$ cat config.mk
export PLATFORM = sky130hd
export DESIGN_NAME = binary_multiplier_core_flat
export DESIGN_NICKNAME = d
export VERILOG_FILES = /design/src/rtl/binmul_pkg.sv /design/src/rtl/binmul_if.sv /design/src/rtl/binmul_pp_row.sv /design/src/rtl/binary_multiplier_core.sv /design/src/flat_wrapper.sv
export SDC_FILE = /design/constraint.sdc
export NUM_CORES = 1
export LEC_CHECK = 0
export CAP_MARGIN = 20
export CORE_AREA = 2 2 54 56
export CTS_CLUSTER_SIZE = 30
export DETAILED_ROUTE_END_ITERATION = 12
export DIE_AREA = 0 0 56 58
export GPL_TIMING_DRIVEN = 0
export PLACE_DENSITY = 0.71
export RECOVER_POWER = 25
export SYNTH_ARGS = -nofsm -noshare
export SYNTH_HDL_FRONTEND = slang
export SYNTH_SLANG_ARGS = --single-unit
export TNS_END_PERCENT = 1
$ cat constraint.sdc
create_clock -name clk -period 2.4 [get_ports clk]
set_clock_uncertainty 0.1 [all_clocks]
set_input_delay 0.72 -clock clk [delete_from_list [all_inputs] [get_ports clk]]
set_output_delay 0.72 -clock clk [all_outputs]
set_load 0.02 [all_outputs]
$ cat src/rtl/binmul_pkg.sv
// binmul_pkg: shared widths, state encoding and counter width for the multiplier.
package binmul_pkg;
  localparam int A_W = 3;
  localparam int B_W = 4;
  localparam int P_W = A_W + B_W;
  localparam int CNT_W = $clog2(A_W) + 1;
  typedef enum logic {IDLE, RUN} state_e;
endpackage

$ cat src/rtl/binmul_if.sv
// binmul_if: start/done handshake and operand/product bus of the multiplier.
interface binmul_if;
  import binmul_pkg::*;
  logic start_i;
  logic [A_W-1:0] a_i;
  logic [B_W-1:0] b_i;
  logic [P_W-1:0] c_o;
  logic busy_o;
  logic done_o;
  modport master (output start_i, a_i, b_i, input c_o, busy_o, done_o);
  modport slave (input start_i, a_i, b_i, output c_o, busy_o, done_o);
endinterface

$ cat src/rtl/binmul_pp_row.sv
// binmul_pp_row: one partial-product row (b gated by an a bit, shifted by SH) added onto acc.
module binmul_pp_row
  import binmul_pkg::*;
#(
  parameter int SH = 0
) (
  input  logic [P_W-1:0] b_i,
  input  logic           bit_i,
  input  logic [P_W-1:0] acc_i,
  output logic [P_W-1:0] sum_o
);
  assign sum_o = acc_i + (bit_i ? (b_i << SH) : '0);
endmodule

$ cat src/rtl/binary_multiplier_core.sv
// binary_multiplier_core: unsigned A_W x B_W multiplier, shift-add FSM by default;
// defining BINMUL_ARRAY_EN swaps in a single-cycle registered array product.
module binary_multiplier_core
  import binmul_pkg::*;
(
  input  logic     clk,
  input  logic     rst,
  binmul_if.slave  bus
);
  logic [P_W-1:0] c_q, c_d;
  logic done_q, done_d;
`ifdef BINMUL_ARRAY_EN
  logic [P_W-1:0] psum [A_W+1];
  assign psum[0] = '0;
  for (genvar i = 0; i < A_W; i++) begin : g_row
    binmul_pp_row #(.SH(i)) u_row (
      .b_i  (P_W'(bus.b_i)),
      .bit_i(bus.a_i[i]),
      .acc_i(psum[i]),
      .sum_o(psum[i+1])
    );
  end
  always_ff @(posedge clk) begin
    if (rst) begin
      c_q    <= '0;
      done_q <= 1'b0;
    end else begin
      c_q    <= c_d;
      done_q <= done_d;
    end
  end
  always_comb begin
    c_d    = bus.start_i ? psum[A_W] : c_q;
    done_d = bus.start_i;
  end
  assign bus.busy_o = 1'b0;
`else
  state_e state_q, state_d;
  logic [A_W-1:0] a_sh_q, a_sh_d;
  logic [P_W-1:0] b_sh_q, b_sh_d, acc_q, acc_d, sum;
  logic [CNT_W-1:0] cnt_q, cnt_d;
  logic idle, last;
  binmul_pp_row #(.SH(0)) u_row (
    .b_i  (b_sh_q),
    .bit_i(a_sh_q[0]),
    .acc_i(acc_q),
    .sum_o(sum)
  );
  always_ff @(posedge clk) begin
    if (rst) begin
      state_q <= IDLE;
      a_sh_q  <= '0;
      b_sh_q  <= '0;
      acc_q   <= '0;
      cnt_q   <= '0;
      c_q     <= '0;
      done_q  <= 1'b0;
    end else begin
      state_q <= state_d;
      a_sh_q  <= a_sh_d;
      b_sh_q  <= b_sh_d;
      acc_q   <= acc_d;
      cnt_q   <= cnt_d;
      c_q     <= c_d;
      done_q  <= done_d;
    end
  end
  assign idle = state_q == IDLE;
  assign last = !idle && cnt_q == CNT_W'(A_W - 1);
  always_comb begin
    state_d = idle ? (bus.start_i ? RUN : IDLE) : (last ? IDLE : RUN);
  end
  // operands are loaded only on an accepted start, so bus changes during RUN are ignored
  always_comb begin
    a_sh_d = idle ? (bus.start_i ? bus.a_i : a_sh_q) : a_sh_q >> 1;
    b_sh_d = idle ? (bus.start_i ? P_W'(bus.b_i) : b_sh_q) : b_sh_q << 1;
    acc_d  = idle ? (bus.start_i ? '0 : acc_q) : sum;
    cnt_d  = idle ? '0 : cnt_q + 1'b1;
    c_d    = last ? sum : c_q;
    done_d = last;
  end
  assign bus.busy_o = !idle;
`endif
  assign bus.c_o    = c_q;
  assign bus.done_o = done_q;
endmodule

$ cat src/flat_wrapper.sv
// flat-port wrapper written by rule: the top's interface ports become plain ports
module binary_multiplier_core_flat import binmul_pkg::*;
  (clk, rst, bus_start_i, bus_a_i, bus_b_i, bus_c_o, bus_busy_o, bus_done_o);
  binmul_if bus_i ();
  input  logic clk;
  input  logic rst;
  input wire logic [$bits(bus_i.start_i)-1:0] bus_start_i;
  input wire logic [$bits(bus_i.a_i)-1:0] bus_a_i;
  input wire logic [$bits(bus_i.b_i)-1:0] bus_b_i;
  output wire logic [$bits(bus_i.c_o)-1:0] bus_c_o;
  output wire logic [$bits(bus_i.busy_o)-1:0] bus_busy_o;
  output wire logic [$bits(bus_i.done_o)-1:0] bus_done_o;
  assign bus_i.start_i = bus_start_i;
  assign bus_i.a_i = bus_a_i;
  assign bus_i.b_i = bus_b_i;
  assign bus_c_o = bus_i.c_o;
  assign bus_busy_o = bus_i.busy_o;
  assign bus_done_o = bus_i.done_o;
  binary_multiplier_core u_core (.clk(clk), .rst(rst), .bus(bus_i));
endmodule
# Yosys cells after proc, flatten, opt, wreduce, memory -nomap -nowiden
# Cells that the tools add are included.
dict set report word_totals {
  register_bits 29
  inputBits 10
  out_inout_bits 9
  word_cells 27
}
dict set report classes {
  add_sub_neg 2
  eq_ne 1
  muxes 10
  bitwise_logic 1
  reduce_logical 4
}
# cell n
set ops {}
lappend ops {{2-to-1 mux 7 bit} 5}
lappend ops {{adder 7 bit} 1}
lappend ops {{2-to-1 mux 2 bit} 2}
lappend ops {{OR reduction 2 bit} 2}
lappend ops {{adder 3 x 1 -> 3 bit (second input constant)} 1}
lappend ops {{== test 3 x 2 -> 1 bit (second input constant)} 1}
lappend ops {{2-to-1 mux 1 bit} 3}
lappend ops {{nonzero test 2 bit} 1}
lappend ops {{logical AND 1 bit} 1}
lappend ops {{inverter 1 bit} 1}

# Longest topological paths before layout
dict set report depth {
  depth_word 4
  ltp_mapped 7
  depth_no_buf 7
}

# Modules after synthesis
# From an unflattened synthesis, not the netlist that was laid out.
dict set report hier_totals {
  hier_cells 160
  hier_area_um2 1497.7
}
# module instances cells_each area_per_inst_um2 seq_area_each_um2
set modules_own_cells {}
lappend modules_own_cells {binary_multiplier_core 1 120 1196.1 580.6}
lappend modules_own_cells {binmul_pp_row 1 40 301.5 0.0}

# Worst setup path before layout
# OpenSTA, ideal clock, no wires.
dict set report synth_path {
  path_type {register to register}
  from {register u_core.a_sh_q[0]}
  to {register u_core.c_q[6] (netlist: u_core.bus.c_o[6])}
  setup_ps 120
  arrival_ps 1660
  required_time_ps 2180
  setup_slack_ps 519
  stages_incl_launch_ff 8
  path_buffers 0
  period_less_slack_ps 1881
  path_cell_list {dfxtp_1 > and2_1 > ha_1 > fa_1 > a21oi_1 > o2111ai_1 > xnor2_1 > o21ai_2}
}
dict set report synth_via {
  elab_chain_len 2
}
# item line_no
set synth_rtl {}
lappend synth_rtl {{start: declaration} binary_multiplier_core.sv:39} ;# logic [A_W-1:0] a_sh_q, a_sh_d;
lappend synth_rtl {{start signal: assignment} binary_multiplier_core.sv:60} ;# a_sh_q <= a_sh_d;
lappend synth_rtl {{2-to-1 mux 7 bit} binmul_pp_row.sv:12} ;# assign sum_o = acc_i + (bit_i ? (b_i << SH) : '0);
lappend synth_rtl {{adder 7 bit} binmul_pp_row.sv:12}
lappend synth_rtl {{end signal: assignment} binary_multiplier_core.sv:56} ;# c_q <= '0;
lappend synth_rtl {{end signal: assignment} binary_multiplier_core.sv:64} ;# c_q <= c_d;
lappend synth_rtl {{end: declaration} binary_multiplier_core.sv:10} ;# logic [P_W-1:0] c_q, c_d;
# No other way between the ends.
# A chain may end at the register's enable or synchronous reset.

# Worst setup path after layout
dict set report layout_path {
  from {register u_core.a_sh_q[0]}
  to {register u_core.acc_q[6]}
}
dict set report layout_via {
  elab_chain_len 3
}
# item line_no
set layout_rtl {}
lappend layout_rtl {{2-to-1 mux 7 bit} binmul_pp_row.sv:12}
lappend layout_rtl {{adder 7 bit} binmul_pp_row.sv:12}
lappend layout_rtl {{2-to-1 mux 7 bit} binary_multiplier_core.sv:77} ;# acc_d = idle ? (bus.start_i ? '0 : acc_q) : sum;
lappend layout_rtl {{end signal: assignment} binary_multiplier_core.sv:54} ;# acc_q <= '0;
lappend layout_rtl {{end signal: assignment} binary_multiplier_core.sv:62} ;# acc_q <= acc_d;
lappend layout_rtl {{end: declaration} binary_multiplier_core.sv:40} ;# logic [P_W-1:0] b_sh_q, b_sh_d, acc_q, acc_d, sum;
# No other way between the ends.

==> results by group <==
GRT
  • Grt met2 use: 0.286
  • First-pass GRT wire length: approximately 4200 µm
  • Initial antenna violation count: 0
  • Met3 GRT Util: 0.0469
  • Met1 Resource Use GR: 0.195
  • GRT Total Usage: 0.174
  • GR Overflow Total: 0
  • GR peak layer: met2
  • Largest net degree at the start of global routing: 11
  • Vias in the first global route: between 900 and 1000

Floorplan
  • Ports: 19
  • Die W: between 50 and 60 µm
  • Initial core utilization: 0.495
  • Die height: ~58 µm
  • Die Area: ~3200 µm²
  • Number of core rows: 19
  • Core area: 2660 µm²

Run
  • Max_cap viols: 0

Pwr
  • Peak supply drop: between 0.7 and 0.8 mV
  • Static leakage: just under 0.7 nW
  • Pwr Density: 666 nW/µm²
  • Power Total: 0.00108 W

Synth
  • Simple-gate portion of the synthesized area: 0.145
  • Synth Net Count: 150
  • Register area share after synthesis: 0.440
  • Post-synth top area cell: dfxtp_1
  • Seq cells post-synth: 29
  • Synth Warn #: 0
  • Complex-gate fraction of the synthesized area: 0.168
  • Post-synth EDFFs: 0
  • Most instantiated library cell after synthesis: dfxtp_1
  • Mean Syn Cell Area: approximately 10 µm²
  • Top post-synthesis cells by area: dfxtp_1, a22o_1, ha_1
  • Mapped cell area: around 1300 µm²
  • Main flop type after synthesis: dfxtp_1
  • Fraction of registers with async set/reset: 0
  • Post-synthesis mux area share: 0.0531
  • Largest family of logic cells by synthesized area: compound AO/OA/AOI/OAI gates
  • Xor and xnor fraction of the mapped netlist area: 0.0465
  • Synth Area in Adders: 0.0911
  • Distinct cell type count after synthesis: 28
  • Gate Count Post-Synth: roughly 130
  • Commonest cells in the netlist: dfxtp_1, a22o_1, nor2_1
  • Yosys top cell area share: 0.440

Layout
  • Filler instances: between 200 and 300
  • Share of layout cells above drive strength 1: 0.103
  • Fin cells: 187
  • Antenna cells: 0
  • Layout area overhead: 23.0%
  • # nets final: between 150 and 200

Timing
  • Least-Margin Pin Slew: 0.647 ns
  • Hold slack: 0.359 ns
  • Fmax: about 0.46 GHz
  • RSZ-0062 raised after global routing: false
  • Post-route worst setup slack: between 0.2 and 0.25 ns
  • Slew headroom: 0.569
  • TNS Setup: 0 ns
  • Final period util: 0.914
  • Setup violations, final: 0
  • Tmin final: about 2.2 ns
  • Final hold viol count: 0
  • Max-slew violations: 0

Placement
  • Place WS: about 0.08 ns
  • # placed instances: about 180
  • I/O Buffers: 17
  • Detailed placer's ending HPWL: 1890 µm
  • Gp weighted congestion: a little under 0.9

Min path
  • Hold Path Origin: u_core.bus.c_o[6]
  • HP Class: reg -> reg
  • WHS Path Cells: 2
  • Hold Path Sink: u_core.bus.c_o[6]

Detailed routing
  • WL final: 2510 µm
  • WL/cell: 13.4 µm
  • DR pass1 iterations: 4
  • Iter 0 DRT Violations: 25
  • DRC viols: 0
  • Via Count: about 1000
  • Post-DR vias/cell: 5.39
  • Antenna-violating nets left: 0

CTS
  • CTS Buffer Depth: 2
  • Clk pin slew, worst setup/hold paths: 0.10 ns
  • Post-CTS Hold Buffers: 0
  • CTS resizes: 0
  • CTS tree: done
  • Worst-skew pair later-pin latency: roughly 0.35 ns
  • Num CTS Buffers: 5
  • Clk root buf: clkbuf_4
  • TritonCTS Sinks: 29
  • Setup Buffers After CTS: 0
  • # H-tree levels: 2

Critical path
  • Reg2Reg Depth: 7
  • Max FO, Critical Path: 8
  • RR Startpoint: u_core.a_sh_q[0]
  • Kind of critical path: reg -> reg
  • Cell Chain, Critical Path: and2_1, ha_1, fa_1, a21oi_1, o2111ai_1, xnor2_1, o21ai_1
  • Crit Reg-Reg Endpoint: u_core.acc_q[6]
  • CP required: about 2.5 ns
  • CP max stage cell: fa_1
  • Endpoint class of the critical path: flip-flop
  • CP max stage delay: approximately 0.4 ns
  • Internal reg-to-reg setup slack: roughly 0.21 ns
  • Worst setup SP type: flip-flop
  • Critical Path AT: about 2.3 ns

Run status
  • Run status: complete, no violations
==> power by group <==
part	switching [W]	leakage, nW	internal [W]
Sequential	0.00000789	0.235	0.000491
Clock	0.000185	0.0552	0.000322
Combinational	0.0000379	0.401	0.0000354
Total	0.000231	0.691	0.000849
==> cells in the final DEF, fill, tap and decap left out, types with 2 or more instances in the layout <==
cell type        synthesis  layout
clkdlybuf4s50_1          0      16
nor2_1                  14      14
nor3_1                   2       2
nand2_1                  5       5
bufinv_16                0       2
o21bai_1                 2       2
xor2_1                   3       3
o2111ai_1                2       2
nand3_1                  4       4
clkbuf_4                 0       5
buf_6                    3       2
inv_1                    6       6
and2_1                   6       6
a21oi_1                  9       9
mux2i_1                  7       7
dfxtp_1                 29      29
a22o_1                  14      14
xnor2_1                  4       4
ha_1                     8       8
clkbuf_1                 0       2
==> layer usage <==
layer | vias to the layer above | wire length, µm | share of wire
met5 | - | 0 | 0
met4 | 0 | 49 | 0.019
met3 | 6 | 157 | 0.062
met2 | 30 | 1190 | 0.48
met1 | 471 | 1110 | 0.44
li1 | 501 | - | -
==> state kept, by name, indices dropped and copies added (netlist names) <==
signal,flops
u_core.acc_q,7
u_core.b_sh_q,7
u_core.bus.c_o,7
u_core.a_sh_q,3
u_core.cnt_q,3
u_core.bus.busy_o,1
u_core.bus.done_o,1
==> worst max-delay path, delay by kind of cell (launching register included) <==
kind | cells | cell delay (ns)
AND/OR/NAND/NOR | 1 | 0.17
flip-flops | 1 | 0.37
adder cells (fa/ha/maj) | 2 | 0.62
XOR/XNOR | 1 | 0.29
AO/OA/AOI/OAI | 3 | 0.55
==> area by class of cell <==
class / instances / area [µm²] / share of cell area
clock inverters: 3 / 65.1 / 0.0401
well taps: 31 / 38.8 / 0.0239
clock buffers: 5 / 37.5 / 0.0231
repair buffers: 17 / 170 / 0.105
flip-flops and latches: 29 / 581 / 0.358
plain buffers: 6 / 42.5 / 0.0262
multi-input cells: 90 / 664 / 0.410
inverters: 6 / 22.5 / 0.0139
==> stage by stage <==
step,util,cell area (µm²)
3_5_place_dp,0.574,1530
6_report,0.609,1620
3_3_place_gp,0.574,1530
2_1_floorplan,-,1320
4_1_cts,0.612,1630
5_1_grt,0.609,1620
==> logic make-up after synthesis <==
family / after synthesis
adders and majority gates: 9
xor gates and xnor gates: 7
and+or+nand+nor: 37
AOI/OAI and AO/OA: 30
muxes: 7
DFF: 29
buffers and inverters: 12
==> worst max-delay path by stage <==
stage | from | end | slack, ns
floorplan | u_core.a_sh_q[0] | u_core.bus.c_o[6] | 0.52
global placement | rst | u_core.acc_q[5] | 0.13
detailed placement | rst | u_core.acc_q[4] | 0.08
CTS | u_core.a_sh_q[0] | u_core.acc_q[6] | 0.22
global route | u_core.a_sh_q[0] | u_core.acc_q[6] | 0.06
finish | u_core.a_sh_q[0] | u_core.acc_q[6] | 0.21
Note: power is estimated with default switching activity, not from simulation.
